<file path="src/rtl/ipv4_pkg.sv">
// Shared IPv4 header constants and ones'-complement helpers used by the transmit
// inserter and the receive-side checker.
package ipv4_pkg;

    localparam int unsigned IPV4_HDR_BYTES = 20;
    localparam int unsigned IPV4_CKSUM_OFF = 10;
    localparam logic [7:0]  IPV4_VER_IHL   = 8'h45;

    typedef logic [15:0] cksum16_t;

    // 16-bit ones'-complement add; the end-around carry cannot ripple a second time.
    function automatic cksum16_t cksum_add(input cksum16_t a, input cksum16_t b);
        logic [16:0] s;
        s = {1'b0, a} + {1'b0, b};
        return s[15:0] + {15'd0, s[16]};
    endfunction

endpackage

</file>
<file path="src/rtl/ip_cksum_accum.sv">
// Running 16-bit ones'-complement sum of a word stream; clear wins over the stored sum but a
// word presented in the same cycle is still added onto zero.
module ip_cksum_accum
    import ipv4_pkg::*;
(
    input  logic     clk_i,
    input  logic     rst_i,
    input  logic     clear_i,
    input  logic     valid_i,
    input  cksum16_t word_i,
    output cksum16_t sum_o
);

    cksum16_t sum_q;
    cksum16_t sum_d;

    always_comb begin
        sum_d = clear_i ? '0 : sum_q;
        if (valid_i) begin
            sum_d = cksum_add(sum_d, word_i);
        end
    end

    always_ff @(posedge clk_i) begin
        if (rst_i) begin
            sum_q <= '0;
        end else begin
            sum_q <= sum_d;
        end
    end

    assign sum_o = sum_q;

endmodule

</file>
<file path="src/rtl/ipv4_cksum_insert.sv">
// Transmit-side IPv4 header checksum inserter: delays the beat stream by one header length and
// overwrites the checksum field with the ones'-complement sum of the header.
module ipv4_cksum_insert
    import ipv4_pkg::*;
#(
    parameter int unsigned N         = 4,
    parameter int unsigned HDR_BYTES = IPV4_HDR_BYTES
) (
    input  logic         clk,
    input  logic         rst,
    input  logic         axiiv,
    input  logic [N-1:0] axiid,
    output logic         axiov,
    output logic [N-1:0] axiod,
    output logic         hdr_err,
    output logic         runt
);

    localparam int unsigned WB  = 16 / N;
    localparam int unsigned HB  = HDR_BYTES * 8 / N;
    localparam int unsigned L   = HB;
    localparam int unsigned CK0 = IPV4_CKSUM_OFF * 8 / N;
    localparam int unsigned B0  = 8 / N;
    localparam int unsigned BW  = $clog2(HB + 1);
    localparam int unsigned WBW = $clog2(WB);

    if (!(N == 2 || N == 4 || N == 8)) begin : g_bad_n
        $error("ipv4_cksum_insert: N must be 2, 4 or 8");
    end

    // ---------------------------------------------------------------- input side
    logic          drop_q;
    logic          in_v;
    logic [BW-1:0] ibeat_q;
    logic [BW-1:0] ibeat_d;
    logic [15:0]   word_q;
    logic [15:0]   word_d;
    logic [7:0]    byte0_q;
    logic          word_v;
    logic          last_hdr;
    logic          frame_start;
    cksum16_t      sum;
    cksum16_t      ck_hold_q;
    logic          hdr_ok_q;

    // A frame cut by reset stays suppressed until the next inter-frame gap.
    assign in_v        = axiiv & ~drop_q;
    assign word_d      = {word_q[15-N:0], axiid};
    assign word_v      = in_v && (ibeat_q < BW'(HB)) && (&ibeat_q[WBW-1:0]);
    assign last_hdr    = in_v && (ibeat_q == BW'(HB - 1));
    assign frame_start = in_v && (ibeat_q == '0);

    always_comb begin
        ibeat_d = ibeat_q;
        if (!in_v) begin
            ibeat_d = '0;
        end else if (ibeat_q != BW'(HB)) begin
            ibeat_d = ibeat_q + BW'(1);
        end
    end

    ip_cksum_accum u_accum (
        .clk_i   (clk),
        .rst_i   (rst),
        .clear_i (ibeat_q == '0),
        .valid_i (word_v),
        .word_i  (word_d),
        .sum_o   (sum)
    );

    always_ff @(posedge clk) begin
        if (rst) begin
            drop_q    <= 1'b1;
            ibeat_q   <= '0;
            word_q    <= '0;
            byte0_q   <= '0;
            ck_hold_q <= '0;
            hdr_ok_q  <= 1'b0;
        end else begin
            drop_q  <= drop_q & axiiv;
            ibeat_q <= ibeat_d;
            if (in_v) begin
                word_q <= word_d;
            end
            // The low byte of the shift word holds exactly the last B0 beats.
            if (in_v && (ibeat_q == BW'(B0 - 1))) begin
                byte0_q <= word_d[7:0];
            end
            // The final header word is folded in here rather than waiting a cycle for sum.
            if (last_hdr) begin
                ck_hold_q <= ~cksum_add(sum, word_d);
                hdr_ok_q  <= (byte0_q == IPV4_VER_IHL);
            end else if (frame_start) begin
                hdr_ok_q <= 1'b0;
            end
        end
    end

    // ---------------------------------------------------------------- delay line and output
    logic [L-2:0]          dl_v_q;
    logic [L-2:0][N-1:0]   dl_d_q;
    logic                  head_v;
    logic [BW-1:0]         nbeat;
    logic [BW-1:0]         obeat_q;
    logic [7:0]            ob_byte;
    logic                  ob_full;
    logic [WB-1:0][N-1:0]  ck_beats;
    logic                  frm_ok_q;
    logic                  axiov_q;
    logic [N-1:0]          axiod_q;
    logic [N-1:0]          od_d;
    logic                  hdr_err_q;
    logic                  runt_q;

    assign head_v   = dl_v_q[L-2];
    assign ob_byte  = dl_d_q[L-2 -: B0];
    assign ob_full  = &dl_v_q[L-2 -: B0];
    assign ck_beats = ck_hold_q;

    always_comb begin
        nbeat = '0;
        if (head_v && axiov_q) begin
            nbeat = (obeat_q == BW'(HB)) ? obeat_q : obeat_q + BW'(1);
        end
        od_d = dl_d_q[L-2];
        for (int j = 0; j < WB; j++) begin
            if (head_v && frm_ok_q && (nbeat == BW'(CK0 + j))) begin
                od_d = ck_beats[WB-1-j];
            end
        end
    end

    always_ff @(posedge clk) begin
        if (rst) begin
            dl_v_q    <= '0;
            dl_d_q    <= '0;
            obeat_q   <= '0;
            frm_ok_q  <= 1'b0;
            axiov_q   <= 1'b0;
            axiod_q   <= '0;
            hdr_err_q <= 1'b0;
            runt_q    <= 1'b0;
        end else begin
            dl_v_q    <= {dl_v_q[L-3:0], in_v};
            dl_d_q    <= {dl_d_q[L-3:0], (in_v ? axiid : '0)};
            obeat_q   <= nbeat;
            axiov_q   <= head_v;
            axiod_q   <= od_d;
            hdr_err_q <= head_v && !axiov_q && (!ob_full || (ob_byte != IPV4_VER_IHL));
            runt_q    <= head_v && !dl_v_q[L-3] && (nbeat < BW'(HB - 1));
            // hdr_ok of this frame was settled by its last header beat, one cycle before output
            // beat 0; take a private copy since the next input frame may clear hdr_ok early.
            if (axiov_q && (obeat_q == '0)) begin
                frm_ok_q <= hdr_ok_q;
            end
        end
    end

    assign axiov   = axiov_q;
    assign axiod   = axiod_q;
    assign hdr_err = hdr_err_q;
    assign runt    = runt_q;

endmodule

</file>
<file path="config.mk">
export PLATFORM = sky130hd
export DESIGN_NAME = ipv4_cksum_insert
export DESIGN_NICKNAME = d
export VERILOG_FILES = /design/src/rtl/ipv4_pkg.sv /design/src/rtl/ip_cksum_accum.sv /design/src/rtl/ipv4_cksum_insert.sv
export SDC_FILE = /design/constraint.sdc
export NUM_CORES = 1
export LEC_CHECK = 0
export BUFFER_PORTS_ARGS = -buffer_cell sky130_fd_sc_hd__buf_2
export CORE_ASPECT_RATIO = 0.5
export CORE_MARGIN = 5
export CORE_UTILIZATION = 40
export CTS_CLUSTER_DIAMETER = 120
export DETAILED_ROUTE_END_ITERATION = 16
export GPL_ROUTABILITY_DRIVEN = 1
export PLACE_DENSITY = 0.54
export RECOVER_POWER = 100
export SLEW_MARGIN = 10
export SYNTH_ARGS = -nofsm -noshare
export SYNTH_HDL_FRONTEND = slang
export SYNTH_SLANG_ARGS = --single-unit
</file>
<file path="constraint.sdc">
create_clock -name clk -period 6.73 [get_ports clk]
set_clock_uncertainty 0.1 [all_clocks]
set_input_delay 0.673 -clock clk [delete_from_list [all_inputs] [get_ports clk]]
set_output_delay 0.673 -clock clk [all_outputs]
set_load 0.01 [all_outputs]
</file>
After elaboration in Yosys (flattened, before gate mapping)
Index checks and enable logic that the tools add are counted.
Cells by class
  muxes and demuxes: 10
  equality and inequality tests: 10
  order comparisons: 2
  reduce and logical (&&, ||, !) cells: 26
  add/subtract/negate cells: 6
  bitwise gates (word level): 5
Operators by type and width (count)
  $add 16x16->17: 2
  $add 16x1->16: 2
  $mux 16: 2
  $eq 6x5->1 const B: 4
  $logic_and 1x1->1: 16
  $mux 4: 4
  $not 16->16: 1
  $add 6x1->6 const B: 2
  $eq 6x6->1 const B: 2
  $logic_not 6->1: 2
  $lt 6x6->1 const B: 2
  $mux 6: 2
  $eq 8x7->1 const B: 1
  $ne 8x7->1 const B: 1
  $eq 6x1->1 const B: 1
  $ne 6x6->1 const B: 1
  $reduce_and 2->1: 2
  $logic_not 1->1: 3
  $and 1x1->1: 2
  $mux 1: 2
  $not 1->1: 2
  $reduce_bool 2->1: 1
  $reduce_or 2->1: 1
  $logic_or 1x1->1: 1
Storage, ports and cells
  register bits: 269
  input bits: 7
  logic and storage cells: 112
  output and inout bits: 7

Longest topological paths before layout
Gate-level depths: netlist of the first run.
  depth in word-level cells: 9
  depth in mapped cells: 24
  mapped depth without buffers: 23

Hierarchy
From an unflattened synthesis of the first run, not the netlist that was laid out.
Unflattened totals
  cells, all modules: 1105
  area, all modules: 10797.9 µm²
By module, submodules not included
  ipv4_cksum_insert: area an instance 8876.0 µm², seq. area each 5064.9 µm², times used 1, cells each 865
  ip_cksum_accum: area an instance 1921.8 µm², seq. area each 320.3 µm², times used 1, cells each 240

Least setup slack after synthesis of the first run
No wires, ideal clock.
  path kind: register -> register
  start: register ibeat_q[0]
  end: register u_accum.sum_q[15] (netlist: u_accum.sum_o[15])
  slack: 2131 ps
  buffers on the path: 1
  library setup time: 91 ps
  cell stages (with the launch flop): 24
  data arrival time: 4408 ps
  required time: 6539 ps
  period minus slack after synthesis: 4599 ps
  cells stage by stage: dfxtp_1 > inv_1 > ha_1 > nand3_1 > clkbuf_1 > and2_1 > ha_1 > fa_1 > a21o_2 > a31oi_1 > or3_4 > a21boi_2 > o21a_1 > o21ai_0 > nand2_1 > a21o_1 > ha_1 > and3_2 > nor2b_1 > nand4_1 > nor4_2 > nand2_1 > or4_1 > a311oi_1
On the way
  word-level cells in the longest chain between the ends: 5
  elaborated cells between the ends (all ways): 9
  classes of those cells: 2 x add/sub; 1 x order compare; 2 x mux; 4 x reduce/logical
Ends and longest elaborated chain
  start: declaration: line ipv4_cksum_insert.sv:34  | logic [BW-1:0] ibeat_q;
  start signal: assignment: line ipv4_cksum_insert.sv:81  | ibeat_q <= ibeat_d;
  $logic_not 6->1: line ipv4_cksum_insert.sv:65  | .clear_i (ibeat_q == '0),
  $mux 16: line ip_cksum_accum.sv:18  | sum_d = clear_i ? '0 : sum_q;
  $add 16x16->17: line ipv4_pkg.sv:14  | s = {1'b0, a} + {1'b0, b};
  $add 16x1->16: line ipv4_pkg.sv:15  | return s[15:0] + {15'd0, s[16]};
  $mux 16 (*): line ip_cksum_accum.sv:19  | if (valid_i) begin
  end signal: assignment: line ip_cksum_accum.sv:28  | sum_q <= sum_d;
  end: declaration: line ip_cksum_accum.sv:14  | cksum16_t sum_q;
Every way passes the cells marked *; elsewhere a longest branch is shown, timed or not.
A chain may end at the register's enable or synchronous reset.

Worst setup path after layout of the first run
Ends and elaborated chain as after synthesis.

==> results of run 1 <==
==> power groups by stage <==
stage / sequential, mW / clock, mW / combinational (mW)
after floorplan: 1.63 / 0 / 0.0549
after global placement: 1.64 / 0 / 0.0720
after detailed placement: 1.64 / 0 / 0.0722
after CTS: 1.60 / 1.47 / 0.0727
after global routing: 1.60 / 1.53 / 0.0797
final: 1.60 / 1.41 / 0.0706
==> final timing paths <==
check	startpoint	end	slack, ps	cells past startpoint
hold / removal	axiiv	drop_q	280	3
setup / recovery	ibeat_q[0]	u_accum.sum_o[15]	1270	22
setup reg to reg	ibeat_q[0]	u_accum.sum_o[15]	1270	22
hold reg to reg	dl_d_q[17]	dl_d_q[21]	330	1
==> Yosys cell counts, drive strengths merged, types with 6 or more instances <==
cell type / instances / area [µm²]
inv: 16 / 60.1
o21ai: 27 / 135
o21a: 8 / 60.1
nand2b: 8 / 50.1
mux2i: 14 / 140
xor2: 19 / 181
nand3: 48 / 250
ha: 41 / 513
a211oi: 19 / 153
or3: 10 / 82.6
nor2b: 195 / 1220
buf: 7 / 50.1
a31oi: 8 / 50.1
nand2: 81 / 304
and2: 19 / 119
clkbuf: 48 / 181
nand4: 9 / 56.3
nor4: 6 / 95.1
xnor2: 22 / 208
nor3: 18 / 106
and3: 13 / 82.6
nor2: 65 / 244
a21oi: 46 / 234
a21o: 10 / 76.3
dfxtp: 269 / 5390
o211ai: 10 / 90.1
==> state kept, by name (all words and copies together) (netlist names), 4 cells and up <==
name / flops
axiod: 4
byte0_q: 8
ck_beats: 16
dl_d_q: 156
dl_v_q: 39
ibeat_q: 6
obeat_q: 6
u_accum.sum_o: 16
word_q: 12
==> area by class of cell <==
type | instances | area [µm²]
clock buffers | 33 | 704
clock inverters | 7 | 121
fillers | 2566 | 14600
inverters | 16 | 60.1
multi-input cells | 769 | 5130
flip-flops and latches | 269 | 5390
well taps | 352 | 440
repair buffers | 17 | 78.8
==> cell usage in the layout, fill, tap and decap left out, types with 10 or more instances in the layout <==
| cell type | instances |
|---|---|
| o21ai_0 | 26 |
| xor2_1 | 17 |
| mux2i_1 | 14 |
| o211ai_1 | 10 |
| a21oi_1 | 45 |
| dfxtp_1 | 269 |
| a211oi_1 | 17 |
| nand3_1 | 46 |
| and3_1 | 12 |
| clkbuf_1 | 11 |
| nor2_1 | 65 |
| nor3_1 | 16 |
| xnor2_1 | 20 |
| clkbuf_16 | 24 |
| nor2b_1 | 195 |
| and2_1 | 17 |
| inv_1 | 16 |
| ha_1 | 41 |
| nand2_1 | 81 |
==> kinds of logic after synthesis <==
| group | synth area share [%] |
|---|---|
| compound gates | 11.0 |
| fa+ha+maj | 5.10 |
| simple gates | 26.1 |
| mux | 1.81 |
| buf+inv | 2.69 |
| xor+xnor | 3.59 |
| flops | 49.7 |
==> layer usage <==
layer,share of wire [%],up-vias,track usage (%)
li1,-,3771,-
met3,3.2,29,2.56
met1,54,3381,19.6
met4,1.8,0,2.90
met2,41,74,19.7
met5,0,-,0
==> per-stage QoR <==
step / hold slack, ps / utilization (%) / cell area [µm²]
3_3_place_gp: 316 / 42.0 / 11100
4_1_cts: 251 / 45.1 / 12000
5_1_grt: 276 / 44.9 / 11900
2_1_floorplan: 305 / - / 10800
3_5_place_dp: 320 / 42.0 / 11100
6_report: 277 / 44.9 / 11900
==> tightest hold or removal path, stage by stage <==
cell	delay [ps]
buf_2	100
nand2_1	50
nand2_1	50
==> metrics.txt, run 1 <==
status=finished with violations; failing checks=max-capacitance violations, max-slew violations; fin worst setup slack=approximately 1300 ps; Placement Rows=42; sw power=~0.63 mW; register share of total power=between 50% and 60%; DP HPWL=roughly 14 mm; CP max FO=17; Slew Limit Fails=roughly 250; Critical Path, Cell by Cell=inv_1 > ha_1 > nand3_1 > and2_1 > ha_1 > fa_1 > a21o_2 > a31oi_1 > or3_4 > a21boi_2 > o21a_1 > o21ai_0 > nand2_1 > a21o_1 > ha_1 > and3_2 > nor2b_1 > nand4_1 > nor4_1 > nand2_1 > or4_1 > a311oi_1; RSZ-0062 raised after global routing=no; Max H-tree Level=1; clk slew on worst S/H paths=70 ps; die height=~130 µm; Fin Setup TNS=0 ps; routed vias=7255; drt via density=4.96; Final Wtd Congestion=0.882; dpl ws=approximately 1500 ps; Skew-Pair Late Insertion Delay=530 ps; Data required, critical path=about 7000 ps; post-route insts no fill=around 1500; DR pass1 iterations=5; sw frac=20.4%; routed len/inst=~14 µm; Ys Warns=0; post-synthesis cell count=approximately 1100; Max-slew headroom=-115%; first-pass GRT wire length=34.2 mm; iteration-0 DRC count of the detailed router=502; Remaining Overflow, GRT=0; share of cells above drive strength 1=between 6 and 7%; die area=~31000 µm²; most used cell, CP=ha_1; Int Pwr=about 2.5 mW; final net count=approximately 1100; Post-synth EDFFs=0; initial antenna violation count=0; pin count of the biggest net entering global routing=116; combinational power share=2.3%; Initial Utilization=approximately two fifths; WP data arrival=between 5000 and 6000 ps; WL final=20.5 mm; Hold Violations, Final=0; hold crit path type=input port to register; Synth Area per Inst=just under 10 µm²; # hold bufs at CTS=0; postcts setup bufs=0; most used flip-flop cell after synthesis=dfxtp_1; Pwr Total=3.08 mW; Core Area=26500 µm²; sequential area share after synthesis=between 40% and 50%; Period Utilization, post-route=81.1%; overall global routing resource usage=between 10% and 20%; Worst-Margin Slew=around 3200 ps; Clock Tree Buf Depth=3; Syn-to-layout area delta=10.0%; TritonCTS clock tree=yes; Synth Cell Area=10800 µm²; Pwr per Cell Area=~260 nW/µm²; io pins=14; CP Class=register to register; DIE WIDTH=around 240 µm; Final Setup Violations=0; ANT cells=0; vias in the first global route=between 6000 and 7000; Post-synth ARST share=0%; Worst IR Drop VDD=0.132 mV; CTS resizes=0; Detail Route Antenna Nets=0; Worst setup SP type=register; Max stage delay on crit path=roughly 520 ps; final period demand of the worst path=roughly 5500 ps; clock sinks=between 200 and 300; CP delay by family, top=simple AND/OR/NAND/NOR gates; CTS Buf Count=24; Clock Power Share=between 40 and 50%; Crit-path slowest cell=nor4_1; Pleak=~4.5 nW; port buffer count=13; Achievable Freq=about 180 MHz; Mapped Nets=approximately 1200; Distinct cells, synth=slightly above 80; Max-cap violations=3; CP Capture Type=register; Cells after DPL=1423; Synth Register Bits=approximately 270; Root Buffer=clkbuf_16; DRC errors left=0; Buf/Inv on CP=1
Note: power is estimated with default switching activity, not from simulation.
==> run 2, diff against run 1 <==
- PLACE_DENSITY: 0.54 -> 0.56
- clock period: 6.73 -> 4.7 ns (I/O delays scaled with it)
==> run 2 against run 1 <==
The flow still finishes with violations (max-capacitance violations, max-slew violations); final area grew 3.1%; critical path depth is the same; clock power is 48% higher; setup slack worse by 980 ps; register-to-register slack worse by 980 ps; non-clock buffer count rose by 23; cell count rose by 1.9%; via count is 0.81% higher; largest power group unchanged; die area unchanged; sequential cell count stayed put; critical endpoint unchanged; hold slack got worse by 230 ps.
==> metrics.txt, run 2 (synthesized netlist as in run 1, its figures left out) <==
leading registers by flop count=dl_d_q: 156 flops, dl_v_q: 39 flops; Final Wtd Congestion=0.916; die area=between 30000 and 40000 µm²; Pwr Total=about 4.5 mW; Root Buffer=clkbuf_16; Achievable Freq=227 MHz; Placement Rows=42; post-route insts no fill=1491; Initial Utilization=about 41%; CP startpoint=ibeat_q[1]; Period Utilization, post-route=93.8%; vias in the first global route=7008; CTS Buf Count=25; Pleak=roughly 4.7 nW; max reg flops=between 150 and 200; CP delay by family, top=simple AND/OR/NAND/NOR gates; startpoint of the worst register-to-register path=ibeat_q[1]; Max stage delay on crit path=between 400 and 500 ps; failing checks=max-capacitance violations, max-slew violations; overall global routing resource usage=13.6%; clock sinks=about 270; DRC errors left=0; Cells after DPL=1441; Critical Path, Cell by Cell=inv_2 > ha_4 > nand3_4 > buf_8 > and2_4 > ha_4 > and3_4 > nand3_1 > or3_4 > a21boi_4 > o21a_1 > o21ai_0 > nand2_1 > a21o_1 > ha_2 > and3_2 > nor2b_1 > nand4_1 > nor4_4 > nand2_1 > or4_4 > a311oi_2; DP HPWL=14.4 mm; WL final=21.3 mm; initial antenna violation count=0; CP Class=register to register; ANT cells=0; port buffer count=13; most frequent cells in the layout=dfxtp_1, nor2b_1, nand2_1; Top reg by flops=dl_d_q; commonest non-fill, non-tap cell in the layout=dfxtp_1; Remaining Overflow, GRT=0; Max H-tree Level=1; Pwr per Cell Area=about 370 nW/µm²; routed len/inst=~14 µm; Syn-to-layout area delta=13.5%; CP max FO=6; # hold bufs at CTS=0; share of cells above drive strength 1=11.0%; iteration-0 DRC count of the detailed router=approximately 550; routed vias=7314; io pins=14; Core Area=26500 µm²; Worst setup SP type=register; TritonCTS clock tree=yes; Skew-Pair Late Insertion Delay=540 ps; Worst-Margin Slew=3210 ps; Max-slew headroom=-114%; Slew Limit Fails=81; post-route cell area=roughly 12000 µm²; RSZ-0062 raised after global routing=no; status=finished with violations; CP Capture Type=register; hold_sp=axiiv; Data required, critical path=roughly 5100 ps; Fin Setup TNS=0 ps; pin count of the biggest net entering global routing=just under 100; Buf/Inv on CP=2; Filler Cells Inserted=approximately 2500; DR pass1 iterations=4; final net count=1171; Detail Route Antenna Nets=0; Clock Tree Buf Depth=3; first-pass GRT wire length=between 30 and 40 mm; die height=roughly 130 µm; Placed Area=between 10000 and 15000 µm²; Max-cap violations=1; Crit-path slowest cell=or4_4; hold crit path type=input port to register; clk slew on worst S/H paths=70 ps; post-layout util=between 40% and 50%; drt via density=between 4 and 5; DIE WIDTH=243 µm; Worst IR Drop VDD=0.236 mV; Hold Violations, Final=0; WP data arrival=about 4800 ps; final period demand of the worst path=4410 ps; Final Setup Violations=0
## run 2: area by class of cell
cell class                 instances  area (µm²)  area share [%]
sequential                       269        5390            43.8
multi-input combinational        769        5260            42.8
clock buffer                      31         678            5.52
tap                              352         440            3.58
timing repair buffer              40         283            2.30
clock inverter                    14         180            1.47
inverter                          16        60.1           0.488
## run 2: path summary, 6_finish.rpt
path | endpoint | slack (ps) | cells after the start
worst min register to register | dl_d_q[29] | 330 | 1
worst max register to register | u_accum.sum_o[15] | 290 | 22
worst min-delay path | drop_q | 40 | 3
worst max-delay path | u_accum.sum_o[15] | 290 | 22
## run 2: timing repair
item,CTS,global route
hold endpoints to repair,0,0
setup buffers,0,4
pin swaps,0,8
resized for setup,1,28
setup endpoints to repair,1,5
gates cloned,0,1
## run 2: report_power, final
group	total, mW	leakage, nW	switching, mW	internal, mW
Sequential	2.29	2.17	0.00494	2.28
Combinational	0.113	2.13	0.0805	0.0325
Clock	2.09	0.424	0.886	1.21
Total	4.50	4.72	0.971	3.53
## run 2: worst min-delay path, delay by kind of cell
kind / cells / cell delay, ps
buf+inv: 1 / 100
simple gates: 2 / 90
## run 2: through the flow
step | setup slack [ps] | hold WS (ps)
final | 290 | 44.5
after floorplan | 101 | 305
after global placement | 155 | 315
after CTS | 58.5 | 20.5
after detailed placement | 9.96 | 320
after global routing | 0.346 | 55.8
## run 2: metal layers
| metal | up-vias | wire length (µm) | global-route usage, % |
|---|---|---|---|
| met2 | 77 | 9130 | 21.2 |
| met1 | 3393 | 11000 | 19.5 |
| met5 | - | 0 | 0 |
| met3 | 26 | 882 | 2.77 |
| li1 | 3818 | - | - |
| met4 | 0 | 363 | 3.00 |
==> run 3, diff against run 2 <==
- ABC_AREA: default -> 1
- RECOVER_POWER: 100 -> 25
==> run 3 against run 2 <==
The flow still finishes with violations (max-capacitance violations, max-slew violations); critical endpoint is now u_accum.sum_o[10]; fmax grew 7.3%; sequential cell count is the same; setup slack gained 300 ps; final area grew 4.8%; die area grew 6.6%; routed wire length grew 3.9%; critical path type unchanged.
==> metrics.txt, run 3 <==
register share of total power=51.4%; Int Pwr=about 3.5 mW; Fin Setup TNS=0 ps; routed vias=between 8000 and 9000; Placement Rows=between 40 and 50; Initial Utilization=40.3%; Ys Warns=0; ANT cells=0; Clock Power Share=~45%; Buf/Inv on CP=4; Post-synth EDFFs=0; Commonest cells post-synth=inv_1, nor2_1, dfxtp_1; Placed Area=12100 µm²; CP Class=register to register; Period Utilization, post-route=87.4%; most frequent cells in the layout=inv_1, nor2_1, dfxtp_1; WHS=84.5 ps; Max H-tree Level=1; Pwr per Cell Area=around 350 nW/µm²; routed wl met2=approximately 9 mm; Worst setup SP type=register; pin count of the biggest net entering global routing=about 130; Synth Area per Inst=slightly above 7 µm²; WP data arrival=~4500 ps; max reg flops=~160; Max-cap violations=1; Synth Cell Area=11600 µm²; top sig layer=met4; DP HPWL=between 15 and 20 mm; postcts setup bufs=0; most instantiated library cell after synthesis=inv_1; Skew-Pair Late Insertion Delay=~520 ps; vias in the first global route=7626; combinational power share=under 10%; Worst-Margin Slew=~2400 ps; Core Area=~29000 µm²; CTS Buf Count=25; commonest non-fill, non-tap cell in the layout=inv_1; io pins=14; share of cells above drive strength 1=8.56%; DR pass1 iterations=5; M1 WL=between 10 and 15 mm; Max-slew headroom=-57.2%; Achievable Freq=243 MHz; Root Buffer=clkbuf_16; CTS resizes=0; Pwr Total=between 4 and 5 mW; CP max FO=16; post-route insts no fill=between 2000 and 2500; sequential area share after synthesis=between 40 and 50%; first-pass GRT wire length=37.2 mm; Synth top area share=between 40% and 50%; Clock Tree Buf Depth=3; Post-synth ARST share=0%; most used flip-flop cell after synthesis=dfxtp_1; clock sinks=269; Detail Route Antenna Nets=0; DIE WIDTH=251 µm; overall global routing resource usage=13.4%; WL final=22.2 mm; area leader, netlist=dfxtp_1; Final Wtd Congestion=around 0.87; clk slew on worst S/H paths=~60 ps; final period demand of the worst path=about 4100 ps; die area=between 30000 and 40000 µm²; drt via density=4.31; fin worst setup slack=slightly below 600 ps; post-route cell area=approximately 13000 µm²; CP Capture Type=register; Worst IR Drop VDD=roughly 0.28 mV; hold crit path type=input port to register; Cells after DPL=a little under 2000; Hold Violations, Final=0; Synth Register Bits=between 200 and 300; final net count=1657; top cells by area, synth=dfxtp_1, inv_1, nor2_1; Mapped Nets=~1600; status=finished with violations; DRC errors left=0; RSZ-0062 raised after global routing=no; Pleak=5.76 nW; dpl ws=roughly 600 ps; Slew Limit Fails=approximately 130; Crit-path slowest cell=dfxtp_1; leading registers by flop count=dl_d_q: 156 flops, dl_v_q: 39 flops; TritonCTS clock tree=yes; die height=130 µm; initial antenna violation count=0; failing checks=max-capacitance violations, max-slew violations; metal3 WL=776 µm; routed len/inst=between 10 and 15 µm; # hold bufs at CTS=0; post-layout util=44.8%; Syn-to-layout area delta=11.2%; port buffer count=13; Max stage delay on crit path=between 300 and 400 ps; Data required, critical path=5040 ps; sw frac=between 20% and 30%; Final Setup Violations=0; Remaining Overflow, GRT=0; iteration-0 DRC count of the detailed router=a little over 700; Distinct cells, synth=43; post-synthesis cell count=approximately 1600; sw power=0.970 mW; CP delay by family, top=simple AND/OR/NAND/NOR gates; Top reg by flops=dl_d_q
run 3: cell types whose count changed in the layout (fill, tap and decap cells not counted), sizes merged, moves of 16 or more:
cell    previous run  this run
nor2b            195         0
nand3             48        95
nor2              65       292
a21oi             46        62
nand2             81       285
inv               20       384
o21ai             27        47
a211oi            19         2
xnor2             22         6
run 3: power groups by stage:
stage                     Combinational, mW  Clock [mW]  Sequential [mW]
after floorplan                       0.112           0             2.35
after global placement                0.151           0             2.35
after detailed placement              0.150           0             2.35
after CTS                             0.151        2.09             2.30
after global routing                  0.170        2.19             2.30
final                                 0.149        2.03             2.30
run 3: logic make-up (layout without fill, tap and decap cells):
logic type               count (synthesis)  count (layout)  share of synthesized area (%)
XOR/XNOR                                20              20                           1.58
adder cells (fa/ha/maj)                 43              43                           4.77
flip-flops                             269             269                           46.4
AND/OR/NAND/NOR                        720             720                           27.7
AO/OA/AOI/OAI                          123             123                           5.78
buffers and inverters                  423             448                           13.7
run 3: layout make-up:
class	instances	area, µm²
fillers	2983	15900
multi-input cells	906	4620
clock inverters	9	124
clock buffers	34	709
well taps	391	489
flip-flops and latches	269	5390
repair buffers	20	118
inverters	385	1450
run 3: worst paths after layout:
path | endpoint | start | slack (ps) | cells past startpoint
max | u_accum.sum_o[10] | ibeat_q[0] | 590 | 26
min | drop_q | axiiv | 80 | 3
max reg2reg | u_accum.sum_o[10] | ibeat_q[0] | 590 | 26
min reg2reg | dl_d_q[64] | dl_d_q[60] | 280 | 2
run 3: layer usage:
layer / track usage (%) / up-vias
met4: 2.66 / 0
met1: 19.7 / 3749
met2: 20.9 / 121
met3: 2.37 / 31
met5: 0 / -
li1: - / 4788
run 3: worst reg2reg max path: cells and delay by family, from the launching register on:
| kind | cells | cell delay [ps] |
|---|---|---|
| DFF | 1 | 390 |
| and+or+nand+nor | 13 | 1410 |
| buffers and inverters | 4 | 610 |
| xor gates and xnor gates | 1 | 140 |
| adders and majority gates | 5 | 1060 |
| AOI/OAI and AO/OA | 3 | 350 |
